File: config.mk
export PLATFORM = sky130hd
export DESIGN_NAME = tart_block_sequencer
export DESIGN_NICKNAME = d
export VERILOG_FILES = /design/src/rtl/tart_block_sequencer.sv
export SDC_FILE = /design/constraint.sdc
export NUM_CORES = 1
export LEC_CHECK = 0
export BUFFER_PORTS_ARGS = -buffer_cell sky130_fd_sc_hd__buf_2
export CAP_MARGIN = 10
export CORE_UTILIZATION = 45
export CTS_CLUSTER_SIZE = 20
export DETAILED_ROUTE_END_ITERATION = 8
export PLACE_DENSITY_LB_ADDON = 0.2
export SLEW_MARGIN = 10
export SYNTH_ARGS = -nofsm -noshare
export SYNTH_HDL_FRONTEND = slang
export SYNTH_SLANG_ARGS = --single-unit
File: constraint.sdc
create_clock -name clk_x -period 3 [get_ports clk_x]
set_clock_uncertainty 0.05 [all_clocks]
set_input_delay 0.15 -clock clk_x [delete_from_list [all_inputs] [get_ports clk_x]]
set_output_delay 0.15 -clock clk_x [all_outputs]
set_load 0.05 [all_outputs]
File: src/rtl/tart_block_sequencer.sv
// Block sequencer for a time-multiplexed correlator.
// Generates the correlator enable, the accumulator clear (sw_o) and the
// read/write addresses. It also counts samples into blocks and rotates the
// visibility banks with a small pending-readback ledger.
//
// Ports:
//   clk_x        correlator clock; this is the only clock domain
//   rst_ni       asynchronous active-low reset
//   enable_i     acquisition enable, already synchronous to clk_x
//   blocksize_i  samples per block minus 1; latched at run start and at each bank switch
//   streamed_i   pulse: the oldest pending bank has been fully read back
//   en_o         correlator enable, high while running
//   sw_o         accumulator clear/overwrite during the first sample of a block
//   rd_adr_o     accumulator read address (the tmux counter)
//   wr_adr_o     accumulator write address (rd_adr_o delayed by PIPE cycles)
//   bank_o       bank currently being written
//   rd_bank_o    oldest pending bank for readback
//   pending_o    number of completed banks that have not been read back
//   newblock_o   one-cycle pulse after each committed bank switch
//   overflow_o   sticky flag: a block was discarded because all banks were full
module tart_block_sequencer #(
    parameter int unsigned TRATE = 12,
    parameter int unsigned TBITS = 4,
    parameter int unsigned BLOCK = 24,
    parameter int unsigned XBITS = 4,
    parameter int unsigned PIPE  = 2
) (
    input  logic             clk_x,
    input  logic             rst_ni,
    input  logic             enable_i,
    input  logic [BLOCK-1:0] blocksize_i,
    input  logic             streamed_i,
    output logic             en_o,
    output logic             sw_o,
    output logic [TBITS-1:0] rd_adr_o,
    output logic [TBITS-1:0] wr_adr_o,
    output logic [XBITS-1:0] bank_o,
    output logic [XBITS-1:0] rd_bank_o,
    output logic [XBITS-1:0] pending_o,
    output logic             newblock_o,
    output logic             overflow_o
);

    localparam logic [TBITS-1:0] TMUX_LAST = TBITS'(TRATE - 1);
    localparam logic [XBITS-1:0] PEND_MAX  = '1;

    typedef enum logic {
        IDLE = 1'b0,
        RUN  = 1'b1
    } state_t;

    state_t           state_q, state_d;
    logic [TBITS-1:0] tmux_q, tmux_d;
    logic [BLOCK-1:0] sample_q, sample_d;
    logic [BLOCK-1:0] blk_q, blk_d;
    logic [XBITS-1:0] bank_q, bank_d;
    logic [XBITS-1:0] rd_bank_q, rd_bank_d;
    logic [XBITS-1:0] pending_q, pending_d;
    logic             sw_q, sw_d;
    logic             newblock_q, newblock_d;
    logic             overflow_q, overflow_d;

    logic wrap;
    logic bank_switch;
    logic full;
    logic consume;
    logic commit;

    // State and counter registers.
    always_ff @(posedge clk_x or negedge rst_ni) begin
        if (!rst_ni) begin
            state_q    <= IDLE;
            tmux_q     <= '0;
            sample_q   <= '0;
            blk_q      <= '0;
            bank_q     <= '0;
            rd_bank_q  <= '0;
            pending_q  <= '0;
            sw_q       <= 1'b0;
            newblock_q <= 1'b0;
            overflow_q <= 1'b0;
        end else begin
            state_q    <= state_d;
            tmux_q     <= tmux_d;
            sample_q   <= sample_d;
            blk_q      <= blk_d;
            bank_q     <= bank_d;
            rd_bank_q  <= rd_bank_d;
            pending_q  <= pending_d;
            sw_q       <= sw_d;
            newblock_q <= newblock_d;
            overflow_q <= overflow_d;
        end
    end

    // Next-state logic: sequencing, bank rotation and the readback ledger.
    always_comb begin
        state_d    = state_q;
        tmux_d     = tmux_q;
        sample_d   = sample_q;
        blk_d      = blk_q;
        bank_d     = bank_q;
        rd_bank_d  = rd_bank_q;
        pending_d  = pending_q;
        newblock_d = 1'b0;
        overflow_d = overflow_q;

        wrap        = (state_q == RUN) && (tmux_q == TMUX_LAST);
        bank_switch = wrap && (sample_q == blk_q);
        // A readback in the same cycle frees a slot, so the ledger is not full.
        full        = (pending_q == PEND_MAX) && !streamed_i;
        consume     = streamed_i && (pending_q != '0);
        commit      = bank_switch && !full;

        case (state_q)
            IDLE: begin
                tmux_d = '0;
                if (enable_i) begin
                    state_d = RUN;
                    blk_d   = blocksize_i;
                end
            end
            RUN: begin
                if (wrap) begin
                    tmux_d = '0;
                    if (bank_switch) begin
                        sample_d = '0;
                        blk_d    = blocksize_i;
                    end else begin
                        sample_d = sample_q + BLOCK'(1);
                    end
                    // Stop only on a sample boundary.
                    if (!enable_i) begin
                        state_d = IDLE;
                    end
                end else begin
                    tmux_d = tmux_q + TBITS'(1);
                end
            end
            default: state_d = IDLE;
        endcase

        // When all banks are full the current bank is rewritten; sw_o clears it again.
        if (commit) begin
            bank_d     = bank_q + XBITS'(1);
            newblock_d = 1'b1;
        end
        if (bank_switch && full) begin
            overflow_d = 1'b1;
        end

        if (consume) begin
            rd_bank_d = rd_bank_q + XBITS'(1);
        end
        if (commit && !consume) begin
            pending_d = pending_q + XBITS'(1);
        end else if (!commit && consume) begin
            pending_d = pending_q - XBITS'(1);
        end

        sw_d = (state_d == RUN) && (sample_d == '0);
    end

    // Write-address delay line; it holds while the sequencer is idle.
    generate
        if (PIPE == 0) begin : g_nopipe
            assign wr_adr_o = tmux_q;
        end else begin : g_pipe
            logic [TBITS-1:0] pipe_q [PIPE];

            always_ff @(posedge clk_x or negedge rst_ni) begin
                if (!rst_ni) begin
                    for (int i = 0; i < PIPE; i++) begin
                        pipe_q[i] <= '0;
                    end
                end else if (state_q == RUN) begin
                    pipe_q[0] <= tmux_q;
                    for (int i = 1; i < PIPE; i++) begin
                        pipe_q[i] <= pipe_q[i-1];
                    end
                end
            end

            assign wr_adr_o = pipe_q[PIPE-1];
        end
    endgenerate

    assign en_o       = (state_q == RUN);
    assign sw_o       = sw_q;
    assign rd_adr_o   = tmux_q;
    assign bank_o     = bank_q;
    assign rd_bank_o  = rd_bank_q;
    assign pending_o  = pending_q;
    assign newblock_o = newblock_q;
    assign overflow_o = overflow_q;

endmodule

==> results of run 1 <==
==> per-layer routing <==
metal	global-route usage (%)	up-vias
li1	-	1427
met1	28.2	1453
met2	32.4	80
met3	4.70	11
met4	8.04	0
met5	0	-
==> registers in the layout, summed over array words and instances, names as in the netlist <==
register,cells
blk_q,24
sample_q,24
bank_o,4
g_pipe.pipe_q,4
pending_o,4
rd_adr_o,4
rd_bank_o,4
wr_adr_o,4
en_o,1
newblock_o,1
overflow_o,1
sw_o,1
==> layout by cell type (no fill, tap or decap), drive strengths merged, types with 11 or more instances in the layout <==
cell type    synthesis  routed
buf                 11      68
dfrtp               76      76
dlygate4sd3          0      25
mux2                34      34
nand2               19      19
nand3               11      11
nand4               20      20
nor2                34      34
xnor2               28      28
xor2                27      27
==> through the flow <==
| step | utilization [%] | hold WS, ns |
|---|---|---|
| after floorplan | - | -0.196 |
| after global placement | 50.7 | 0.314 |
| after detailed placement | 50.7 | 0.316 |
| after CTS | 55.5 | 0.0107 |
| after global routing | 55.7 | 0.0253 |
| final | 55.7 | 0.0256 |
==> kinds of logic (layout without fill, tap and decap cells) <==
logic type	count (synthesis)	after routing	synth area share [%]
AO/OA/AOI/OAI	24	24	4.19
XOR/XNOR	55	55	11.9
adder cells (fa/ha/maj)	8	8	2.65
buffers and inverters	32	117	6.50
flip-flops	76	76	46.8
multiplexers	38	38	10.4
AND/OR/NAND/NOR	129	129	17.5
==> layout make-up <==
| class | instances | area [sq um] | area share, % |
|---|---|---|---|
| clock buffer | 10 | 128 | 2.63 |
| clock inverter | 6 | 41.3 | 0.850 |
| inverter | 8 | 30.0 | 0.618 |
| multi-input combinational | 254 | 1970 | 40.5 |
| sequential | 76 | 1910 | 39.3 |
| tap | 108 | 135 | 2.78 |
| timing repair buffer | 93 | 648 | 13.3 |
==> worst max-delay path by stage <==
| stage | start | to | slack (ns) | depth (start not counted) |
|---|---|---|---|---|
| global route | sample_q[0] | sw_o | -0.03 | 11 |
| finish | rd_adr_o[0] | sw_o | 0.11 | 9 |
| floorplan | rd_adr_o[0] | pending_o[3] | 0.005 | 16 |
| CTS | sample_q[13] | pending_o[3] | 0.007 | 14 |
| global placement | sample_q[13] | pending_o[3] | 0.04 | 14 |
| detailed placement | sample_q[13] | pending_o[3] | -0.004 | 14 |
==> worst max-delay path: cells and delay by family (launching register included) <==
kind / cells / cell delay (ns)
AO/OA/AOI/OAI: 1 / 0.13
adder cells (fa/ha/maj): 1 / 0.19
buffers and inverters: 1 / 0.18
flip-flops: 1 / 0.42
multiplexers: 1 / 0.35
AND/OR/NAND/NOR: 5 / 1.49
==> power groups by stage <==
stage,Clock [W],Combinational [W],Sequential (W)
2_1_floorplan,0,0.000878,0.00191
3_3_place_gp,0,0.00145,0.00164
3_5_place_dp,0,0.00147,0.00166
4_1_cts,0.000712,0.00150,0.00164
5_1_grt,0.000757,0.00161,0.00169
6_report,0.000696,0.00150,0.00164
==> what timing repair did <==
action	in CTS	in global routing
hold buffers	25	0
endpoints found under the hold margin	100	0
resized for setup	0	4
endpoints found under the setup margin	0	2
==> flow_summary.yaml, run 1 <==
sta:
  layout_setup_ws_ns: 0.114
  fmax_mhz: 347
  fin_setup_tns_ns: 0
  rsz0062_at_grt: "true"
  finalSetupViolations: 0
  slew_headroom_pct: 36.1
  tightest_slew_ns: 0.958
  hold_viol_final: 0
  slew_violations: 0
  finalCritPeriodShare_pct: 96.2
  fin_crit_ns: 2.89
critical_path:
  cp_slowest_stage_delay_ns: 0.42
  r2r-start: "rd_adr_o[0]"
  worstPathCellList: "ha_4 > nand4b_4 > nor4_2 > mux2i_1 > nand4_1 > or4_1 > nor4_1 > buf_4 > o211a_1"
  critPathMaxFanout: 11
  startpoint_type: "flop"
  slowest_stage: "dfrtp_2"
  criticalPathCategory: "flop to flop"
  rrSetupSlack_ns: 0.11
  critPathArrivalTime_ns: 3.12
  crit_path_end_kind: "flop"
  r2r_cells: 9
  required_ns: 3.24
  reg2reg_to: "sw_o"
min_path:
  hold_depth: 2
  hold_end: "en_o"
  hp-class: "input port to flop"
  worstHoldStart: "enable_i"
floorplanning:
  core_area_sq_mm: 0.00872
  io_pins: 52
  initial_core_util_pct: 46.6
  die-area_sq_mm: 0.00941
  die_w_um: 97.0
  placementRows: 34
  die_h_um: 97.0
cells_and_area:
  layout-drive-gt1-share_pct: 31.5
  fin_area_sq_mm: 0.00486
  fin_cells: 555
  fillers: 745
  syn2layout_area_growth_pct: 19.7
  antenna_cells: 0
  finalNetCount: 478
routing:
  first_pass_iters: 4
  drt-met1-wl_mm: 4.18
  drt_iter0_drc: 119
  met3_length_um: 403
  maxUsedRoutingLayer: "met4"
  drc: 0
  drt_wl_total_mm: 9.05
  vias: 2971
  route.met2.wl_mm: 4.30
  final_antenna_net_count: 0
  routedWlPerCell_um: 16.3
  vias_per_cell: 5.35
logic_synthesis:
  synth_cells: 362
  synth_common_cells: "76 x dfrtp_1, 34 x mux2_2, 34 x nor2_1"
  yosysUniqueCellTypes: 47
  synth-seq-cells: 76
  synth_nets: 398
  yosys.area.top_type_share_pct: 46.8
  seq_area_frac_synth_pct: 46.8
  syn_area_sq_mm: 0.00406
  synthTopCellsByArea: "dfrtp_1 47%, mux2_2 9.4%, xnor2_1 6.0%"
  ys_warn_count: 0
  postSynth.asyncResetShare_pct: 100
  ys.flop_type: "dfrtp_1"
  synth_top_area_cell: "dfrtp_1"
  syn_area_per_cell_sq_um: 11.2
  yosysMostFrequentCell: "dfrtp_1"
  synth-edff-count: 0
clocking:
  clkTransAtPathRegs_ns: 0.08
  cts_made_buffers: 9
  cts_setup_buffers: 0
  insertion_delay_ns: 0.35
  clock_path_buffers: 2
  cts-root-buf: "clkbuf_8"
  htree_levels: 3
  cts_tree: "yes"
  clock-sinks: 76
power:
  netSwitchingFraction_pct: 40.3
  p_int_w: 0.00229
  leakage_nw: 2.24
  seqPwrFrac_pct: 42.8
  ir_worst_vdd_mv: 0.547
  power_switching_w: 0.00154
  p_clk_share_pct: 18.2
  p_per_area_mw_per_mm2: 790
  finalPower_w: 0.00384
  p_comb_share_pct: 39.0
global_routing:
  gr-usage-all-layers_pct: 20.8
  grt_pass1_vias: 2986
  grt.overflow.total: 0
  grt_pass1_wl_mm: 15.2
  antenna_found_initial: 0
  grt_max_degree: 77
run:
  maxCapViolCount: 0
placement:
  place.gp.congestion: 0.859
  placed_area_sq_mm: 0.00442
  dpl.hpwl_mm: 6.34
  dp_cells: 514
  place_ws_ns: -0.00403
  io_buffers: 51
run_status:
  outcome: "complete, no violations"
Note: power is estimated with default switching activity, not from simulation.
==> run 2, diff against run 1 <==
Settings changed: CORE_UTILIZATION 45 to 51.
==> flow_summary.yaml, run 2 (synthesis gave the netlist of run 1 again) <==
floorplanning:
  die_w_um: 91.2
  placementRows: 32
  core_area_sq_mm: 0.00773
  die-area_sq_mm: 0.00832
  io_pins: 52
  initial_core_util_pct: 52.5
  die_h_um: 91.2
global_routing:
  antenna_found_initial: 0
  grt_pass1_wl_mm: 15.4
  grt_pass1_vias: 3026
  grt.overflow.total: 0
  gr-usage-all-layers_pct: 24.2
  grt_max_degree: 77
cells_and_area:
  finalNetCount: 484
  antenna_cells: 0
  mostFrequentLayoutCells: "72 x dfrtp_1, 50 x buf_2, 34 x nor2_1, 34 x mux2_2, 28 x xnor2_1"
  syn2layout_area_growth_pct: 20.6
  seqCellArea_sq_mm: 0.00191
  reg.largest.list: "blk_q (24), sample_q (24)"
  layout_commonest_cell: "dfrtp_1"
  layout-drive-gt1-share_pct: 32.0
  multi_input_area_sq_mm: 0.00197
  fillers: 624
critical_path:
  critPathArrivalTime_ns: 3.09
  slowest_stage: "or4_1"
  crit_path_end_kind: "flop"
  worstPathCellList: "ha_4 > nand4b_4 > nor4_4 > and4b_1 > o2111ai_1 > or4_1 > nor4_2 > buf_4 > o211a_1"
  critical-path-top-delay-family: "simple AND/OR/NAND/NOR gates"
  criticalPathCategory: "flop to flop"
  critPathMaxFanout: 9
  startpoint_type: "flop"
  rrSetupSlack_ns: 0.16
  r2r-start: "rd_adr_o[0]"
  r2r_cells: 9
  required_ns: 3.25
  reg2reg_to: "sw_o"
  path_buf_inv: 1
  cp_slowest_stage_delay_ns: 0.50
routing:
  routedWlPerCell_um: 16.6
  drt-met1-wl_mm: 4.24
  vias_per_cell: 5.40
  first_pass_iters: 4
  route.met2.wl_mm: 4.41
  drt_wl_total_mm: 9.21
  maxUsedRoutingLayer: "met4"
  drt_iter0_drc: 153
  vias: 2996
  met3_length_um: 382
  drc: 0
  final_antenna_net_count: 0
sta:
  fin_setup_tns_ns: 0
  finalCritPeriodShare_pct: 94.6
  hold_viol_final: 0
  fmax_mhz: 352
  fin_crit_ns: 2.84
  finalSetupViolations: 0
  rsz0062_at_grt: "false"
  slew_violations: 0
  tightest_slew_ns: 0.969
  slew_headroom_pct: 35.4
power:
  ir_worst_vdd_mv: 0.725
  leakage_nw: 2.27
  p_per_area_mw_per_mm2: 796
  finalPower_w: 0.00390
clocking:
  cts_made_buffers: 9
  cts-root-buf: "clkbuf_8"
  cts_setup_buffers: 0
  clock_path_buffers: 2
  clkTransAtPathRegs_ns: 0.09
  clock-sinks: 76
  htree_levels: 3
  insertion_delay_ns: 0.36
  cts_tree: "yes"
placement:
  place.gp.congestion: 0.887
  dpl.hpwl_mm: 6.46
  io_buffers: 51
min_path:
  hold_depth: 4
  hold_end: "rd_bank_o[1]"
  hp-class: "input port to flop"
  worstHoldStart: "streamed_i"
run:
  maxCapViolCount: 0
run_status:
  outcome: "complete, no violations"
==> run 2: cell types whose count changed in the layout (fill, tap and decap cells not counted) <==
cell and delta:
clkbuf_8 +1, dlygate4sd3_1 +1, buf_4 +6, clkinv_2 -1, buf_12 -1, clkinv_4 +1, dfrtp_1 +1, dfrtp_2 -1
clkinvlp_4 -1
==> run 2: repair_timing <==
item	in CTS	in global routing
setup endpoints to repair	0	2
hold buffers	26	0
endpoints found under the hold margin	101	0
resized for setup	0	3
==> run 2: power breakdown <==
part | total, W | leakage [nW] | switching [W] | internal, W
clock | 0.000725 | 0.0859 | 0.000399 | 0.000326
sequential | 0.00164 | 0.949 | 0.000287 | 0.00135
combinational | 0.00153 | 1.24 | 0.000880 | 0.000651
==> run 2: layer usage <==
metal	vias to the layer above	GRT usage [%]
met1	1461	32.1
met2	83	39.5
met3	19	5.36
met5	-	0
li1	1433	-
met4	0	7.80
==> run 2: cell type report <==
cell class / count / share of cell area (%)
Multi-Input combinational cell: 254 / 40.2
Sequential cell: 76 / 39.0
Timing Repair Buffer: 99 / 14.0
Clock buffer: 11 / 2.89
Tap cell: 102 / 2.61
Clock inverter: 5 / 0.767
Inverter: 8 / 0.613
==> run 2: metrics by stage <==
step	util [%]	cells	instance area (sq um)	hold slack, ns	setup slack (ns)
6_report	63.3	555	4890	0.153	0.163
5_1_grt	63.3	555	4890	0.188	0.00757
4_1_cts	63.1	555	4880	0.136	0.0647
3_5_place_dp	57.4	513	4440	0.323	0.0869
3_3_place_gp	57.4	513	4440	0.320	0.163
2_1_floorplan	-	362	4120	-0.196	0.00519
==> run 2: worst register-to-register path, delay by kind of cell, from the launching register on <==
family | cells | cell delay, ns
AO/OA/AOI/OAI | 2 | 0.26
adder cells (fa/ha/maj) | 1 | 0.19
buffers and inverters | 1 | 0.18
flip-flops | 1 | 0.42
AND/OR/NAND/NOR | 5 | 1.67
==> run 2: worst max-delay path by stage <==
stage,from,endpoint,slack (ns),cells after the start
floorplan,rd_adr_o[0],pending_o[3],0.005,16
global placement,sample_q[18],pending_o[3],0.16,14
detailed placement,sample_q[18],pending_o[3],0.09,14
CTS,blk_q[13],pending_o[3],0.06,14
global route,rd_adr_o[0],sw_o,0.008,9
finish,rd_adr_o[0],sw_o,0.16,9
==> run 3, diff against run 2 <==
Settings changed: BUFFER_PORTS_ARGS -buffer_cell sky130_fd_sc_hd__buf_2 to -buffer_cell sky130_fd_sc_hd__clkbuf_2, CORE_MARGIN set to 4.
==> flow_summary.yaml, run 3 (synthesis gave the netlist of run 1 again) <==
run_status:
  outcome: "complete, no violations"
placement:
  place.gp.congestion: 0.896
  io_buffers: 51
  dpl.hpwl_mm: 6.59
critical_path:
  crit_path_end_kind: "flop"
  critPathMaxFanout: 5
  crit_path_frequent_cell: "buf_4"
  startpoint_type: "flop"
  critical-path-top-delay-family: "simple AND/OR/NAND/NOR gates"
  slowest_stage: "or4_1"
  r2r-start: "sample_q[0]"
  criticalPathCategory: "flop to flop"
  worstPathCellList: "ha_2 > nand3_1 > buf_4 > nor4_4 > and4b_1 > o2111ai_1 > or4_1 > nor4_2 > buf_4 > o211a_1"
  r2r_cells: 10
  rrSetupSlack_ns: 0.15
  reg2reg_to: "sw_o"
  cp_slowest_stage_delay_ns: 0.51
  critPathArrivalTime_ns: 3.09
  required_ns: 3.23
  path_buf_inv: 2
floorplanning:
  io_pins: 52
  die_w_um: 97.2
  core_area_sq_mm: 0.00773
  initial_core_util_pct: 52.5
  die-area_sq_mm: 0.00945
  die_h_um: 97.2
  placementRows: 32
cells_and_area:
  antenna_cells: 0
  syn2layout_area_growth_pct: 20.6
  fillers: 638
  finalNetCount: 477
  mostFrequentLayoutCells: "71 x dfrtp_1, 50 x clkbuf_2, 34 x nor2_1, 34 x mux2_2, 28 x xnor2_1"
  layout-drive-gt1-share_pct: 32.1
  layout_commonest_cell: "dfrtp_1"
  post-route-util_pct: 63.4
  reg.largest.list: "blk_q (24), sample_q (24)"
sta:
  rsz0062_at_grt: "false"
  slew_headroom_pct: 35.1
  slew_violations: 0
  finalCritPeriodShare_pct: 95.1
  fin_setup_tns_ns: 0
  hold_viol_final: 0
  finalSetupViolations: 0
  fmax_mhz: 350
  tightest_slew_ns: 0.974
  fin_crit_ns: 2.85
min_path:
  hold_end: "blk_q[6]"
  hp-class: "input port to flop"
  worstHoldStart: "blocksize_i[6]"
  hold_depth: 2
clocking:
  cts_tree: "yes"
  insertion_delay_ns: 0.34
  cts-root-buf: "clkbuf_8"
  htree_levels: 3
  clock-sinks: 76
  cts_made_buffers: 9
  clock_path_buffers: 2
  clkTransAtPathRegs_ns: 0.08
global_routing:
  grt.overflow.total: 0
  grt_pass1_vias: 3043
  grt_pass1_wl_mm: 15.6
  grt_max_degree: 77
  antenna_found_initial: 0
  gr-usage-all-layers_pct: 20.5
routing:
  drt_iter0_drc: 177
  vias: 2974
  routedWlPerCell_um: 17.0
  drc: 0
  vias_per_cell: 5.43
  final_antenna_net_count: 0
  first_pass_iters: 4
  drt_wl_total_mm: 9.32
run:
  maxCapViolCount: 0
power:
  ir_worst_vdd_mv: 0.601
  p_per_area_mw_per_mm2: 838
  leakage_nw: 2.27
-- run 3: changes by cell type in the layout (fill, tap and decap cells not counted), moves of 2 or more --
| cell | before | now |
|---|---|---|
| buf_2 | 50 | 0 |
| clkbuf_2 | 0 | 50 |
| clkbuf_1 | 1 | 3 |
| bufinv_16 | 0 | 3 |
| dlygate4sd3_1 | 26 | 22 |
| buf_4 | 23 | 20 |
| clkinvlp_4 | 2 | 0 |
-- run 3: worst register-to-register path, delay by kind of cell, from the launching register on --
kind	cells	cell delay [ns]
and+or+nand+nor	5	1.50
DFF	1	0.40
buffers and inverters	2	0.35
AOI/OAI and AO/OA	2	0.27
adders and majority gates	1	0.23
-- run 3: worst max path at each step --
stage / from / end / slack, ns / cells past startpoint
after floorplan: rd_adr_o[0] / pending_o[3] / 0.005 / 16
after global placement: rd_adr_o[0] / sw_o / 0.15 / 9
after detailed placement: blk_q[13] / pending_o[3] / 0.07 / 14
after CTS: sample_q[18] / pending_o[3] / 0.06 / 14
after global routing: sample_q[0] / sw_o / 0.02 / 10
final: sample_q[0] / sw_o / 0.15 / 10
-- run 3: timing repair --
item	4_1_cts	5_1_grt
hold buffers	22	0
endpoints found under the setup margin	0	2
setup buffers	0	3
hold endpoints to repair	97	0
resized for setup	0	6
-- run 3: per-stage QoR --
step	cells	hold WS, ns	instance area, sq um	power (W)	worst slack [ns]
after floorplan	362	-0.196	4120	0.00278	0.00519
after global placement	507	0.321	4390	0.00310	0.146
after detailed placement	507	0.327	4390	0.00315	0.0680
after CTS	545	0.00114	4850	0.00412	0.0560
after global routing	548	0.0112	4900	0.00433	0.0195
final	548	0.0121	4900	0.00411	0.146
-- run 3: final cells by class --
type	instances	area, sq um	area share (%)
Multi-Input combinational cell	254	1980	40.4
Sequential cell	76	1910	39.0
Tap cell	102	128	2.61
Clock inverter	4	98.8	2.02
Timing Repair Buffer	92	621	12.7
Clock buffer	12	135	2.76
Inverter	8	30.0	0.613
-- run 3: report_power, final --
group	leakage, nW	internal [W]	switching (W)
registers	0.947	0.00136	0.000298
logic	1.20	0.000641	0.000879
clock network	0.115	0.000556	0.000377
total	2.27	0.00255	0.00155
-- run 3: per-layer routing --
metal / share of wire, % / GRT usage [%] / up-vias / wire [um]
met5: 0 / 0 / - / 0
met4: 1.5 / 6.39 / 0 / 138
met2: 49 / 33.7 / 95 / 4570
met3: 6.5 / 3.66 / 16 / 604
li1: - / - / 1421 / -
met1: 43 / 27.7 / 1442 / 4010
